### src/rtl/combo_lock_core_if.sv
// Keypad-side and indicator-side signals of the combination-lock core.
`timescale 1ns/1ps
interface combo_lock_core_if #(
  parameter int DIGIT_W = 4,
  parameter int FAIL_W  = 2
);
  logic [DIGIT_W-1:0] Number;
  logic               Validate;
  logic               Enter;
  logic               Clear;
  logic               Program;
  logic               Unlocked;
  logic               Alarm;
  logic               LockedOut;
  logic               Error;
  logic               ProgDone;
  logic [FAIL_W-1:0]  Fails;
  logic [2:0]         State;

  modport master (
    output Number, Validate, Enter, Clear, Program,
    input  Unlocked, Alarm, LockedOut, Error, ProgDone, Fails, State
  );

  modport slave (
    input  Number, Validate, Enter, Clear, Program,
    output Unlocked, Alarm, LockedOut, Error, ProgDone, Fails, State
  );
endinterface

### src/rtl/combo_lock_core.sv
// Combination-lock core: digit entry, code check with duress detection,
// failure lockout, timed open window and reprogramming while open.
`timescale 1ns/1ps
module combo_lock_core #(
  parameter int                           DIGITS         = 4,
  parameter int                           DIGIT_W        = 4,
  parameter logic [DIGITS*DIGIT_W-1:0]    DEFAULT_CODE   = 16'h1234,
  parameter int                           MAX_TRIES      = 3,
  parameter int                           LOCKOUT_CYCLES = 1000,
  parameter int                           OPEN_CYCLES    = 500
) (
  input logic              Clock,
  input logic              Reset,
  combo_lock_core_if.slave bus
);

  localparam int CODE_W = DIGITS * DIGIT_W;
  localparam int CNT_W  = $clog2(DIGITS + 1);
  localparam int FAIL_W = $clog2(MAX_TRIES + 1);
  localparam int TMAX   = (OPEN_CYCLES > LOCKOUT_CYCLES) ? OPEN_CYCLES : LOCKOUT_CYCLES;
  localparam int TMR_W  = $clog2(TMAX + 1);

  typedef enum logic [2:0] {
    ST_IDLE    = 3'd0,
    ST_ENTRY   = 3'd1,
    ST_CHECK   = 3'd2,
    ST_OPEN    = 3'd3,
    ST_PROG    = 3'd4,
    ST_LOCKOUT = 3'd5
  } state_t;

  function automatic logic [CODE_W-1:0] digit_rev(input logic [CODE_W-1:0] v);
    logic [CODE_W-1:0] r;
    r = '0;
    for (int i = 0; i < DIGITS; i++) begin
      r[i*DIGIT_W +: DIGIT_W] = v[(DIGITS-1-i)*DIGIT_W +: DIGIT_W];
    end
    return r;
  endfunction

  state_t              state_r, state_nx_s;
  logic [CODE_W-1:0]   entry_r, entry_q_s, entry_nx_s;
  logic [CODE_W-1:0]   code_r, code_nx_s;
  logic [CNT_W-1:0]    cnt_r, cnt_q_s, cnt_nx_s;
  logic [FAIL_W-1:0]   fails_r, fails_nx_s;
  logic [TMR_W-1:0]    timer_r, timer_nx_s;
  logic                alarm_r, alarm_nx_s;
  logic                error_r, error_nx_s;
  logic                prog_done_r, prog_done_nx_s;
  logic                unlocked_r, locked_out_r;

  logic [CODE_W-1:0]   shift_val_s;
  logic [CNT_W-1:0]    cnt_inc_s;
  logic                cnt_full_s;
  logic                clr_entry_s;

  assign shift_val_s = {entry_r[CODE_W-DIGIT_W-1:0], bus.Number};
  assign cnt_full_s  = (cnt_r == CNT_W'(DIGITS));
  assign cnt_inc_s   = cnt_full_s ? cnt_r : cnt_r + CNT_W'(1);

  // Next-state, datapath and pulse decode; Clear > Enter > Validate.
  always_comb begin
    state_nx_s     = state_r;
    entry_q_s      = entry_r;
    cnt_q_s        = cnt_r;
    code_nx_s      = code_r;
    fails_nx_s     = fails_r;
    timer_nx_s     = timer_r;
    alarm_nx_s     = alarm_r;
    error_nx_s     = 1'b0;
    prog_done_nx_s = 1'b0;

    case (state_r)
      ST_IDLE: begin
        if (bus.Validate && !bus.Enter && !bus.Clear) begin
          entry_q_s  = {{(CODE_W-DIGIT_W){1'b0}}, bus.Number};
          cnt_q_s    = CNT_W'(1);
          state_nx_s = ST_ENTRY;
        end else begin
          state_nx_s = ST_IDLE;
        end
      end
      ST_ENTRY: begin
        if (bus.Clear) begin
          state_nx_s = ST_IDLE;
        end else if (bus.Enter) begin
          // short entries also go through CHECK so every failure shares one path
          state_nx_s = ST_CHECK;
        end else if (bus.Validate) begin
          entry_q_s = shift_val_s;
          cnt_q_s   = cnt_inc_s;
        end else begin
          state_nx_s = ST_ENTRY;
        end
      end
      ST_CHECK: begin
        if (cnt_full_s && (entry_r == code_r)) begin
          state_nx_s = ST_OPEN;
          fails_nx_s = '0;
          alarm_nx_s = 1'b0;
          timer_nx_s = TMR_W'(OPEN_CYCLES - 1);
        end else if (cnt_full_s && (entry_r == digit_rev(code_r))) begin
          state_nx_s = ST_OPEN;
          fails_nx_s = '0;
          alarm_nx_s = 1'b1;
          timer_nx_s = TMR_W'(OPEN_CYCLES - 1);
        end else begin
          error_nx_s = 1'b1;
          fails_nx_s = fails_r + FAIL_W'(1);
          if (fails_r == FAIL_W'(MAX_TRIES - 1)) begin
            state_nx_s = ST_LOCKOUT;
            timer_nx_s = TMR_W'(LOCKOUT_CYCLES - 1);
          end else begin
            state_nx_s = ST_IDLE;
          end
        end
      end
      ST_OPEN: begin
        if (bus.Clear) begin
          state_nx_s = ST_IDLE;
        end else if (bus.Program) begin
          state_nx_s = ST_PROG;
        end else if (timer_r == TMR_W'(0)) begin
          state_nx_s = ST_IDLE;
        end else begin
          timer_nx_s = timer_r - TMR_W'(1);
        end
      end
      ST_PROG: begin
        if (bus.Clear) begin
          state_nx_s = ST_IDLE;
        end else if (bus.Enter) begin
          state_nx_s = ST_IDLE;
          if (cnt_full_s) begin
            code_nx_s      = entry_r;
            prog_done_nx_s = 1'b1;
          end else begin
            error_nx_s = 1'b1;
          end
        end else if (bus.Validate) begin
          entry_q_s = shift_val_s;
          cnt_q_s   = cnt_inc_s;
        end else begin
          state_nx_s = ST_PROG;
        end
      end
      ST_LOCKOUT: begin
        if (timer_r == TMR_W'(0)) begin
          state_nx_s = ST_IDLE;
          fails_nx_s = '0;
        end else begin
          timer_nx_s = timer_r - TMR_W'(1);
        end
      end
      default: begin
        state_nx_s = ST_IDLE;
      end
    endcase
  end

  // Entry register is wiped when returning to IDLE or freshly entering OPEN/PROG.
  always_comb begin
    clr_entry_s = (state_nx_s == ST_IDLE) ||
                  ((state_nx_s != state_r) && ((state_nx_s == ST_OPEN) || (state_nx_s == ST_PROG)));
    entry_nx_s  = clr_entry_s ? '0 : entry_q_s;
    cnt_nx_s    = clr_entry_s ? '0 : cnt_q_s;
  end

  // State, datapath and registered outputs.
  always_ff @(posedge Clock) begin
    if (Reset) begin
      state_r      <= ST_IDLE;
      entry_r      <= '0;
      code_r       <= DEFAULT_CODE;
      cnt_r        <= '0;
      fails_r      <= '0;
      timer_r      <= '0;
      alarm_r      <= 1'b0;
      error_r      <= 1'b0;
      prog_done_r  <= 1'b0;
      unlocked_r   <= 1'b0;
      locked_out_r <= 1'b0;
    end else begin
      state_r      <= state_nx_s;
      entry_r      <= entry_nx_s;
      code_r       <= code_nx_s;
      cnt_r        <= cnt_nx_s;
      fails_r      <= fails_nx_s;
      timer_r      <= timer_nx_s;
      alarm_r      <= alarm_nx_s;
      error_r      <= error_nx_s;
      prog_done_r  <= prog_done_nx_s;
      unlocked_r   <= (state_nx_s == ST_OPEN) || (state_nx_s == ST_PROG);
      locked_out_r <= (state_nx_s == ST_LOCKOUT);
    end
  end

  assign bus.Unlocked  = unlocked_r;
  assign bus.Alarm     = alarm_r;
  assign bus.LockedOut = locked_out_r;
  assign bus.Error     = error_r;
  assign bus.ProgDone  = prog_done_r;
  assign bus.Fails     = fails_r;
  assign bus.State     = state_r;

endmodule
### src/flat_wrapper.sv
// flat-port wrapper written by rule: the top's interface ports become plain ports
module combo_lock_core_flat 
#(
  parameter int                           DIGITS         = 4,
  parameter int                           DIGIT_W        = 4,
  parameter logic [DIGITS*DIGIT_W-1:0]    DEFAULT_CODE   = 16'h1234,
  parameter int                           MAX_TRIES      = 3,
  parameter int                           LOCKOUT_CYCLES = 1000,
  parameter int                           OPEN_CYCLES    = 500
)
  (Clock, Reset, bus_Number, bus_Validate, bus_Enter, bus_Clear, bus_Program, bus_Unlocked, bus_Alarm, bus_LockedOut, bus_Error, bus_ProgDone, bus_Fails, bus_State);
  combo_lock_core_if #(.DIGIT_W(DIGIT_W)) bus_i ();
  input logic Clock;
  input logic Reset;
  input wire logic [$bits(bus_i.Number)-1:0] bus_Number;
  input wire logic [$bits(bus_i.Validate)-1:0] bus_Validate;
  input wire logic [$bits(bus_i.Enter)-1:0] bus_Enter;
  input wire logic [$bits(bus_i.Clear)-1:0] bus_Clear;
  input wire logic [$bits(bus_i.Program)-1:0] bus_Program;
  output wire logic [$bits(bus_i.Unlocked)-1:0] bus_Unlocked;
  output wire logic [$bits(bus_i.Alarm)-1:0] bus_Alarm;
  output wire logic [$bits(bus_i.LockedOut)-1:0] bus_LockedOut;
  output wire logic [$bits(bus_i.Error)-1:0] bus_Error;
  output wire logic [$bits(bus_i.ProgDone)-1:0] bus_ProgDone;
  output wire logic [$bits(bus_i.Fails)-1:0] bus_Fails;
  output wire logic [$bits(bus_i.State)-1:0] bus_State;
  assign bus_i.Number = bus_Number;
  assign bus_i.Validate = bus_Validate;
  assign bus_i.Enter = bus_Enter;
  assign bus_i.Clear = bus_Clear;
  assign bus_i.Program = bus_Program;
  assign bus_Unlocked = bus_i.Unlocked;
  assign bus_Alarm = bus_i.Alarm;
  assign bus_LockedOut = bus_i.LockedOut;
  assign bus_Error = bus_i.Error;
  assign bus_ProgDone = bus_i.ProgDone;
  assign bus_Fails = bus_i.Fails;
  assign bus_State = bus_i.State;
  combo_lock_core #(.DIGITS(DIGITS), .DIGIT_W(DIGIT_W), .DEFAULT_CODE(DEFAULT_CODE), .MAX_TRIES(MAX_TRIES), .LOCKOUT_CYCLES(LOCKOUT_CYCLES), .OPEN_CYCLES(OPEN_CYCLES)) u_core (.Clock(Clock), .Reset(Reset), .bus(bus_i));
endmodule
### config.mk
export PLATFORM = sky130hd
export DESIGN_NAME = combo_lock_core_flat
export DESIGN_NICKNAME = d
export VERILOG_FILES = /design/src/rtl/combo_lock_core_if.sv /design/src/rtl/combo_lock_core.sv /design/src/flat_wrapper.sv
export SDC_FILE = /design/constraint.sdc
export NUM_CORES = 1
export LEC_CHECK = 0
export ABC_AREA = 1
export BUFFER_PORTS_ARGS = -buffer_cell sky130_fd_sc_hd__buf_2
export CELL_PAD_IN_SITES_DETAIL_PLACEMENT = 0
export CELL_PAD_IN_SITES_GLOBAL_PLACEMENT = 1
export CORE_ASPECT_RATIO = 0.9
export CORE_MARGIN = 8
export CORE_UTILIZATION = 46
export CTS_CLUSTER_SIZE = 30
export DETAILED_ROUTE_END_ITERATION = 8
export PLACE_DENSITY = 0.86
export SLEW_MARGIN = 40
export SYNTH_ARGS = -nofsm -noshare
export SYNTH_HDL_FRONTEND = slang
export SYNTH_SLANG_ARGS = --single-unit
### constraint.sdc
create_clock -name Clock -period 3.7 [get_ports Clock]
set_clock_uncertainty 0.2 [all_clocks]
set_input_delay 0.555 -clock Clock [delete_from_list [all_inputs] [get_ports Clock]]
set_output_delay 0.555 -clock Clock [all_outputs]
set_load 0.005 [all_outputs]
==> results of run 1 <==
-- cells in the mapped netlist, drive strengths merged, types with 2 or more instances --
master / instances / area share, %
a21oi: 38 / 5.7
nand4: 2 / 0.37
o21ai: 64 / 9.5
xor2: 5 / 1.3
and2: 2 / 0.44
nand2: 152 / 17
nor2: 83 / 12
xnor2: 4 / 1.0
inv: 77 / 8.5
buf: 4 / 1.0
nor3: 6 / 0.88
dfxtp: 55 / 32
nand3: 25 / 4.5
clkbuf: 8 / 0.88
ha: 4 / 1.5
-- path summary, 6_finish.rpt --
path,startpoint,to,slack [ps],depth (start not counted)
max,u_core.cnt_r[0],u_core.entry_r[0],1170,13
min,u_core.bus.Alarm,u_core.bus.Alarm,270,2
max reg2reg,u_core.cnt_r[0],u_core.entry_r[0],1170,13
min reg2reg,u_core.bus.Alarm,u_core.bus.Alarm,270,2
-- tightest hold or removal path, delay by kind of cell, from the launching register on --
family | cells | cell delay [ps]
DFF | 1 | 330
AOI/OAI and AO/OA | 1 | 60
buffers and inverters | 1 | 50
-- cell type report --
type | instances | share of cell area, %
multi-input combinational | 395 | 53.1
tap | 93 | 3.16
clock buffer | 5 | 1.87
clock inverter | 3 | 1.26
sequential | 55 | 29.9
timing repair buffer | 20 | 2.79
inverter | 77 | 7.86
-- power by group --
part	switching [mW]	total, mW	leakage [nW]	internal [mW]
sequential	0.00427	0.599	0.443	0.595
clock	0.210	0.414	0.0548	0.204
combinational	0.0606	0.0868	1.21	0.0261
total	0.275	1.10	1.71	0.825
-- cell families after synthesis --
| group | synth area share (%) |
|---|---|
| AND/OR/NAND/NOR | 36.3 |
| XOR/XNOR | 2.32 |
| AO/OA/AOI/OAI | 17.2 |
| adder cells (fa/ha/maj) | 1.47 |
| buffers and inverters | 10.4 |
| flip-flops | 32.3 |
-- routing by layer --
metal	vias to the layer above	GRT usage, %	part of all wire, %	routed length [um]
met3	5	3.05	6.6	572
met1	1453	24.9	52	4490
met2	94	24.0	41	3560
met5	-	0	0	0
met4	0	4.22	0.78	68
li1	1736	-	-	-
-- registers in the layout (all words and copies together), names as in the netlist, 2 cells and up --
| register | flops |
|---|---|
| u_core.bus.Fails | 2 |
| u_core.timer_r | 10 |
| u_core.bus.State | 3 |
| u_core.code_r | 16 |
| u_core.cnt_r | 3 |
| u_core.entry_r | 16 |
==> results by group, run 1 <==
Status
  • Outcome: complete, no violations

Detailed routing
  • Drt via density: between 5 and 6
  • Routed len/inst: 13.4 um
  • Detailed-route via count: about 3300
  • Final WL: just under 9000 um
  • Drt drc: 0
  • Final ANT Viol Nets: 0
  • TritonRoute pass-1 iters: 5
  • Initial drt markers: around 260

Timing
  • Slack of the critical path: about 1200 ps
  • RSZ-0062 raised after global routing: no
  • Minimum clock period: between 2000 and 3000 ps
  • Final setup viols: 0
  • Worst Tran Pin Value: about 580 ps
  • Final Slew Violations: 0
  • Fmax: between 300 and 400 MHz
  • Hold slack: roughly 270 ps
  • Final Hold Viols: 0
  • Setup TNS: 0 ps
  • Fin crit share: approximately two thirds
  • Rel. slew slack: 61.1%

Floorplan
  • Die ar.: between 10000 and 15000 sq um
  • Die width: ~110 um
  • Row cnt: 29
  • Core Area: just over 7000 sq um
  • Ports: 20
  • Height of the die: between 90 and 100 um
  • Initial Utilization: 47.9%

Critical path
  • Delay-heaviest family, CP: simple AND/OR/NAND/NOR gates
  • Most used cell, CP: nor2_1
  • CP Class: register to register
  • Crit path max fanout: 19
  • CP bufs+invs: 1
  • Worst-path cell chain: inv_1, ha_1, nand2_1, a21oi_1, nand3_1, nor2_1, nand3_2, nand3_1, nand2_1, nor2_1, a21oi_2, nand2_4, nor2_1
  • Startpoint types: register
  • WP data arrival: 2520 ps
  • Endpoint class of the critical path: register
  • Slowest CP cell: nand2_4
  • CP max stage delay: approximately 360 ps
  • Worst Path Required: around 3700 ps

CTS
  • Clock transition at path regs: around 110 ps
  • Root buf cell: clkbuf_8
  • Num CTS Buffers: 5
  • Cts hold-fix bufs: 0
  • Worst-skew pair later-pin latency: 320 ps
  • Clock buffer depth: 2
  • Setup Buffers After CTS: 0
  • CTS tree: built
  • # H-tree levels: 2
  • Clock tree sinks: 55
  • Cts repair resizes: 0

Final layout
  • Storage cell area: 1100 sq um
  • Final cell count without fillers: between 600 and 700
  • Core Util, Final: ~52%
  • Commonest non-fill, non-tap cell in the layout: nand2_1
  • FILL cells: roughly 780
  • Share of post-route cells with drive strength above 1: 15.1%
  • Area Growth Syn to Fin: 8.05%
  • # diodes: 0
  • Nets: 568
  • Area of the multi-input gates: 1950 sq um
  • Cell area after layout: between 3000 and 4000 sq um
  • Commonest non-fill, non-tap cells in the layout: 146 x nand2_1, 65 x nor2_1, 61 x o21ai_0

Synthesis
  • Flops & latches, synth: 55
  • Top_reg_cell synth: dfxtp_1
  • Register area share after synthesis: between 30% and 40%
  • Mapped Area: roughly 3400 sq um
  • Synth warnings: 0
  • Syn Inst Count: approximately 540
  • Post-synthesis average cell area: about 6.3 sq um
  • Number of flops mapped to enable cells by yosys: 0
  • Synthesized net count: 553
  • Yosys cell types: 37
  • FFs w/ async S/R, synth: 0%

Placement
  • Placed cell count: 640
  • GPL Wtd Cong: 0.905
  • Pre-CTS setup slack: between 1000 and 1500 ps
  • # port buffers: 19
  • Cell Area, Placed: 3560 sq um
  • Post-detail-place hpwl: between 6000 and 7000 um

Pwr
  • Max VDD drop: between 150 and 200 uV
  • Static Leak: between 1.5 and 2 nW
  • Power Dens Cells: between 200 and 300 nW/um^2
  • Total power: 1.10 mW

Global route
  • Vias in the first global route: between 2000 and 3000
  • Initial antenna violation count: 0
  • Total gr overflow: 0
  • Largest net degree at the start of global routing: 33
  • Wire length of the first global-routing pass: 14400 um
  • Global-route total usage across every layer: 16.8%

Job
  • Max-Cap Viols: 0

Hold path
  • Hold crit path type: register to register
Power figures use the tool's default switching activity.
==> inputs of run 2 (changes only) <==
- CORE_UTILIZATION: 46 -> 39
- PLACE_DENSITY: 0.86 -> 0.78
- clock period: 3.7 -> 2.3 ns (I/O delays scaled with it)
==> results by group, run 2 (synthesized netlist as in run 1, its figures left out) <==
CTS
  • Num CTS Buffers: 5
  • Root buf cell: clkbuf_8
  • Worst-skew pair later-pin latency: between 300 and 400 ps
  • Clock tree sinks: 55
  • # H-tree levels: 2
  • Clock transition at path regs: about 100 ps
  • CTS tree: built
  • Clock buffer depth: 2

Final layout
  • Area Growth Syn to Fin: 18.3%
  • Largest registers: u_core.code_r x16, u_core.entry_r x16, u_core.timer_r x10
  • Cell area after layout: approximately 4000 sq um
  • Share of post-route cells with drive strength above 1: 25.6%
  • Commonest non-fill, non-tap cells in the layout: 142 x nand2_1, 61 x o21ai_0, 54 x nor2_1
  • # diodes: 0
  • Final cell count without fillers: 689
  • Commonest non-fill, non-tap cell in the layout: nand2_1
  • Core Util, Final: 47.2%
  • Nets: a little under 600
  • FILL cells: about 900

Timing
  • Rel. slew slack: 58.9%
  • Worst Tran Pin Value: between 600 and 700 ps
  • Fmax: 457 MHz
  • RSZ-0062 raised after global routing: yes
  • Setup TNS: 0 ps
  • Minimum clock period: between 2000 and 2500 ps
  • Final Slew Violations: 0
  • Hold slack: around 140 ps
  • Final setup viols: 0
  • Final Hold Viols: 0
  • Slack of the critical path: 113 ps
  • Fin crit share: a little over nine tenths

Floorplan
  • Row cnt: 32
  • Ports: 20
  • Height of the die: between 100 and 150 um
  • Die ar.: ~12000 sq um
  • Die width: 114 um
  • Initial Utilization: about two fifths
  • Core Area: ~8500 sq um

Detailed routing
  • Drt via density: approximately 4.9
  • TritonRoute pass-1 iters: 5
  • Routed len/inst: approximately 14 um
  • Drt drc: 0
  • Detailed-route via count: 3356
  • Initial drt markers: 181
  • Final WL: 9370 um
  • Final ANT Viol Nets: 0

Pwr
  • Static Leak: ~1.8 nW
  • Switching share of power: between 20% and 30%
  • Sequential share of power: slightly above 50%
  • Max VDD drop: between 200 and 250 uV
  • Clock network fraction of total power: around 41%
  • Comb pwr share: 8.5%
  • Power Dens Cells: between 400 and 500 nW/um^2
  • Sw Pwr: 439 uW
  • Total power: between 1.5 and 2 mW
  • Pint: 1.44 mW

Hold path
  • WHS Endpoint: u_core.bus.Error
  • Hold crit path type: primary input to register
  • Hold Path Depth: 3
  • Min-delay src: bus_Enter

Critical path
  • Worst Path Required: between 2000 and 2500 ps
  • Worst r2r path cells: 15
  • CP Class: register to register
  • Endpoint class of the critical path: register
  • Crit path max fanout: 8
  • Reg2reg start: u_core.entry_r[0]
  • Startpoint types: register
  • WP data arrival: between 2000 and 2500 ps
  • Worst r2r dst: u_core.entry_r[8]
  • Reg2reg setup slack: ~110 ps

Status
  • Outcome: complete, no violations

Global route
  • Largest net degree at the start of global routing: 33
  • Global-route total usage across every layer: ~16%
  • Wire length of the first global-routing pass: between 15000 and 20000 um
  • Initial antenna violation count: 0
  • Vias in the first global route: 3114
  • Total gr overflow: 0

Job
  • Max-Cap Viols: 0

Placement
  • Pre-CTS setup slack: between 30 and 40 ps
  • Post-detail-place hpwl: ~7000 um
  • # port buffers: 19
  • Placed cell count: just under 700
  • GPL Wtd Cong: roughly 0.88
  • Cell Area, Placed: between 3000 and 4000 sq um
[run 2: cell types whose count changed in the layout (fill, tap and decap cells not counted), moves of 3 or more]
cell,before,now
inv_1,55,52
nor2_2,6,14
nor2_1,65,54
nand2_1,146,142
dfxtp_1,55,34
inv_2,22,25
nor2_4,12,15
dfxtp_2,0,19
buf_4,1,13
[run 2: layout make-up]
class | count | area, sq um | area share (%)
clock buffer | 6 | 72.6 | 1.80
multi-input combinational | 395 | 2080 | 51.7
tap | 119 | 149 | 3.70
timing repair buffer | 35 | 244 | 6.06
clock inverter | 2 | 60.1 | 1.49
inverter | 77 | 289 | 7.17
sequential | 55 | 1130 | 28.1
[run 2: timing repair]
| item | in CTS | in global routing |
|---|---|---|
| buffers inserted | 0 | 3 |
| hold buffers | 0 | 0 |
| setup endpoints to repair | 0 | 28 |
| gates resized for setup | 0 | 59 |
[run 2: worst max-delay path: stages (launching register included)]
cell	delay, ps
dfxtp_1	420
inv_2	90
nand2_1	80
nand2_1	50
nor2_1	100
nand2_1	80
nor2_2	130
nand3_2	120
nand2_2	100
nand2_4	80
nand3_2	70
nand3_2	90
o21bai_4	160
nand2_4	110
buf_12	170
nor2_4	70
[run 2: worst max-delay path by stage]
| stage | start | end | slack (ps) | cells past startpoint |
|---|---|---|---|---|
| after floorplan | u_core.timer_r[0] | u_core.entry_r[4] | 240 | 16 |
| final | u_core.entry_r[0] | u_core.entry_r[8] | 110 | 15 |
| after detailed placement | u_core.cnt_r[1] | u_core.entry_r[13] | 40 | 15 |
| after global placement | u_core.timer_r[1] | u_core.entry_r[0] | 70 | 16 |
| after global routing | u_core.cnt_r[0] | u_core.entry_r[1] | -40 | 15 |
| after CTS | u_core.cnt_r[1] | u_core.entry_r[13] | 7 | 15 |
[run 2: power by group through the flow]
| stage | logic [mW] | registers (mW) | clock network [mW] |
|---|---|---|---|
| after CTS | 0.149 | 0.964 | 0.787 |
| after floorplan | 0.105 | 0.985 | 0 |
| after global routing | 0.178 | 0.964 | 0.818 |
| after global placement | 0.149 | 0.986 | 0 |
| after detailed placement | 0.148 | 0.986 | 0 |
| final | 0.159 | 0.963 | 0.762 |
[run 2: routing by layer]
metal | routed length [um] | up-vias | track usage [%] | share of wire [%]
li1 | - | 1756 | - | -
met1 | 4880 | 1530 | 23.4 | 52
met2 | 4060 | 60 | 23.3 | 43
met3 | 347 | 10 | 2.30 | 3.7
met4 | 81 | 0 | 3.42 | 0.86
met5 | 0 | - | 0 | 0
==> inputs of run 3 (changes only) <==
- CORE_UTILIZATION: 39 -> 43
- PLACE_DENSITY: 0.78 -> 0.75
- clock period: 2.3 -> 2.37 ns (I/O delays scaled with it)
==> results by group, run 3 (synthesized netlist as in run 1, its figures left out) <==
Status
  • Outcome: complete, no violations

Pwr
  • Sw Pwr: 433 uW
  • Pint: roughly 1.3 mW
  • Max VDD drop: between 200 and 300 uV
  • Sequential share of power: ~53%
  • Clock network fraction of total power: 37.8%
  • Switching share of power: 24.6%
  • Static Leak: roughly 1.8 nW
  • Power Dens Cells: around 450 nW/um^2
  • Comb pwr share: 9.0%
  • Total power: about 1.8 mW

Detailed routing
  • Final ANT Viol Nets: 0
  • Drt via density: roughly 5
  • Initial drt markers: 200
  • Detailed-route via count: 3334
  • Drt drc: 0
  • TritonRoute pass-1 iters: 5
  • Routed len/inst: 14.2 um
  • Final WL: around 9500 um

CTS
  • Clock tree sinks: 55
  • Clock transition at path regs: 100 ps
  • Cts hold-fix bufs: 0
  • # H-tree levels: 2
  • Worst-skew pair later-pin latency: ~310 ps
  • CTS tree: built
  • Clock buffer depth: 2
  • Root buf cell: clkbuf_8
  • Num CTS Buffers: 5

Floorplan
  • Core Area: about 7600 sq um
  • Initial Utilization: between 40% and 50%
  • Die ar.: between 10000 and 15000 sq um
  • Height of the die: about 100 um
  • Row cnt: 30
  • Die width: roughly 110 um
  • Ports: 20

Timing
  • Final Slew Violations: 0
  • Worst Tran Pin Value: about 660 ps
  • Slack of the critical path: about 29 ps
  • Rel. slew slack: between 50% and 60%
  • Minimum clock period: ~2300 ps
  • Hold slack: between 100 and 150 ps
  • Fin crit share: a little over nine tenths
  • Fmax: about 430 MHz
  • Final Hold Viols: 0
  • Final setup viols: 0

Final layout
  • Core Util, Final: roughly half
  • Commonest non-fill, non-tap cells in the layout: 142 x nand2_1, 60 x o21ai_0, 58 x nor2_1
  • Commonest non-fill, non-tap cell in the layout: nand2_1
  • Final cell count without fillers: around 670
  • Area Growth Syn to Fin: 15.7%
  • Share of post-route cells with drive strength above 1: about a quarter
  • Largest registers: u_core.code_r x16, u_core.entry_r x16, u_core.timer_r x10
  • FILL cells: slightly above 800
  • # diodes: 0
  • Nets: ~600

Global route
  • Largest net degree at the start of global routing: 33
  • Vias in the first global route: approximately 3200
  • Total gr overflow: 0
  • Initial antenna violation count: 0
  • Global-route total usage across every layer: approximately 18%
  • Wire length of the first global-routing pass: 15600 um

Critical path
  • Endpoint class of the critical path: register
  • Worst Path Required: 2370 ps
  • CP Class: register to register
  • WP data arrival: ~2300 ps
  • Reg2reg setup slack: 30 ps
  • Startpoint types: register
  • Crit path max fanout: 6

Placement
  • # port buffers: 19
  • Placed cell count: between 600 and 700
  • Pre-CTS setup slack: about 83 ps
  • GPL Wtd Cong: around 0.87
  • Post-detail-place hpwl: ~7000 um

Job
  • Max-Cap Viols: 0

Hold path
  • Hold crit path type: primary input to register
run 3: changes by cell type in the layout (fill, tap and decap cells not counted), sizes merged:
| cell | before | now |
|---|---|---|
| bufinv | 2 | 1 |
| clkbuf | 6 | 7 |
| clkinv | 0 | 1 |
run 3: per-layer routing:
metal | GRT usage (%) | vias to the layer above | part of all wire, %
met5 | 0 | - | 0
met4 | 4.05 | 0 | 1.2
met1 | 26.9 | 1482 | 54
li1 | - | 1759 | -
met3 | 2.56 | 13 | 5.1
met2 | 25.2 | 80 | 39
run 3: what timing repair did:
action,CTS,global route
buffers inserted,0,6
resized for setup,0,42
setup endpoints to repair,0,28
run 3: final timing paths:
path	to	from	cells after the start
max	u_core.entry_r[6]	u_core.timer_r[1]	14
min	u_core.entry_r[0]	bus_Number[0]	3
max reg2reg	u_core.entry_r[6]	u_core.timer_r[1]	14
min reg2reg	u_core.bus.Alarm	u_core.bus.Alarm	2
run 3: cell type report:
cell class                      instances  area (sq um)  share of cell area (%)
Inverter                               77           289                    7.34
Clock buffer                            6          82.6                    2.10
Multi-Input combinational cell        395          2020                    51.3
Clock inverter                          2          35.0                   0.889
Tap cell                               96           120                    3.05
Sequential cell                        55          1120                    28.5
Timing Repair Buffer                   36           269                    6.83
run 3: critical path, stage by stage, from the launching register on:
cell and delay [ps]:
dfxtp_2 340, inv_2 60, ha_2 180, nand2_2 70
nor2_2 100, and2_4 170, nand3_4 70, buf_4 160
a21oi_1 200, nand3_1 140, nand3_2 110, o21bai_4 90
nand2_4 130, clkbuf_16 190, nor2_4 30
run 3: power by group through the flow:
stage          logic [mW]  clock network [mW]  registers [mW]
6_report            0.158               0.666           0.936
5_1_grt             0.176               0.713           0.937
4_1_cts             0.145               0.683           0.936
3_5_place_dp        0.144                   0           0.957
3_3_place_gp        0.143                   0           0.957
2_1_floorplan       0.102                   0           0.955
run 3: per-stage QoR:
stage	setup TNS, ps	area (sq um)
6_report	0	3940
3_5_place_dp	0	3660
4_1_cts	0	3780
3_3_place_gp	0	3660
2_1_floorplan	0	3400
5_1_grt	-642	3940
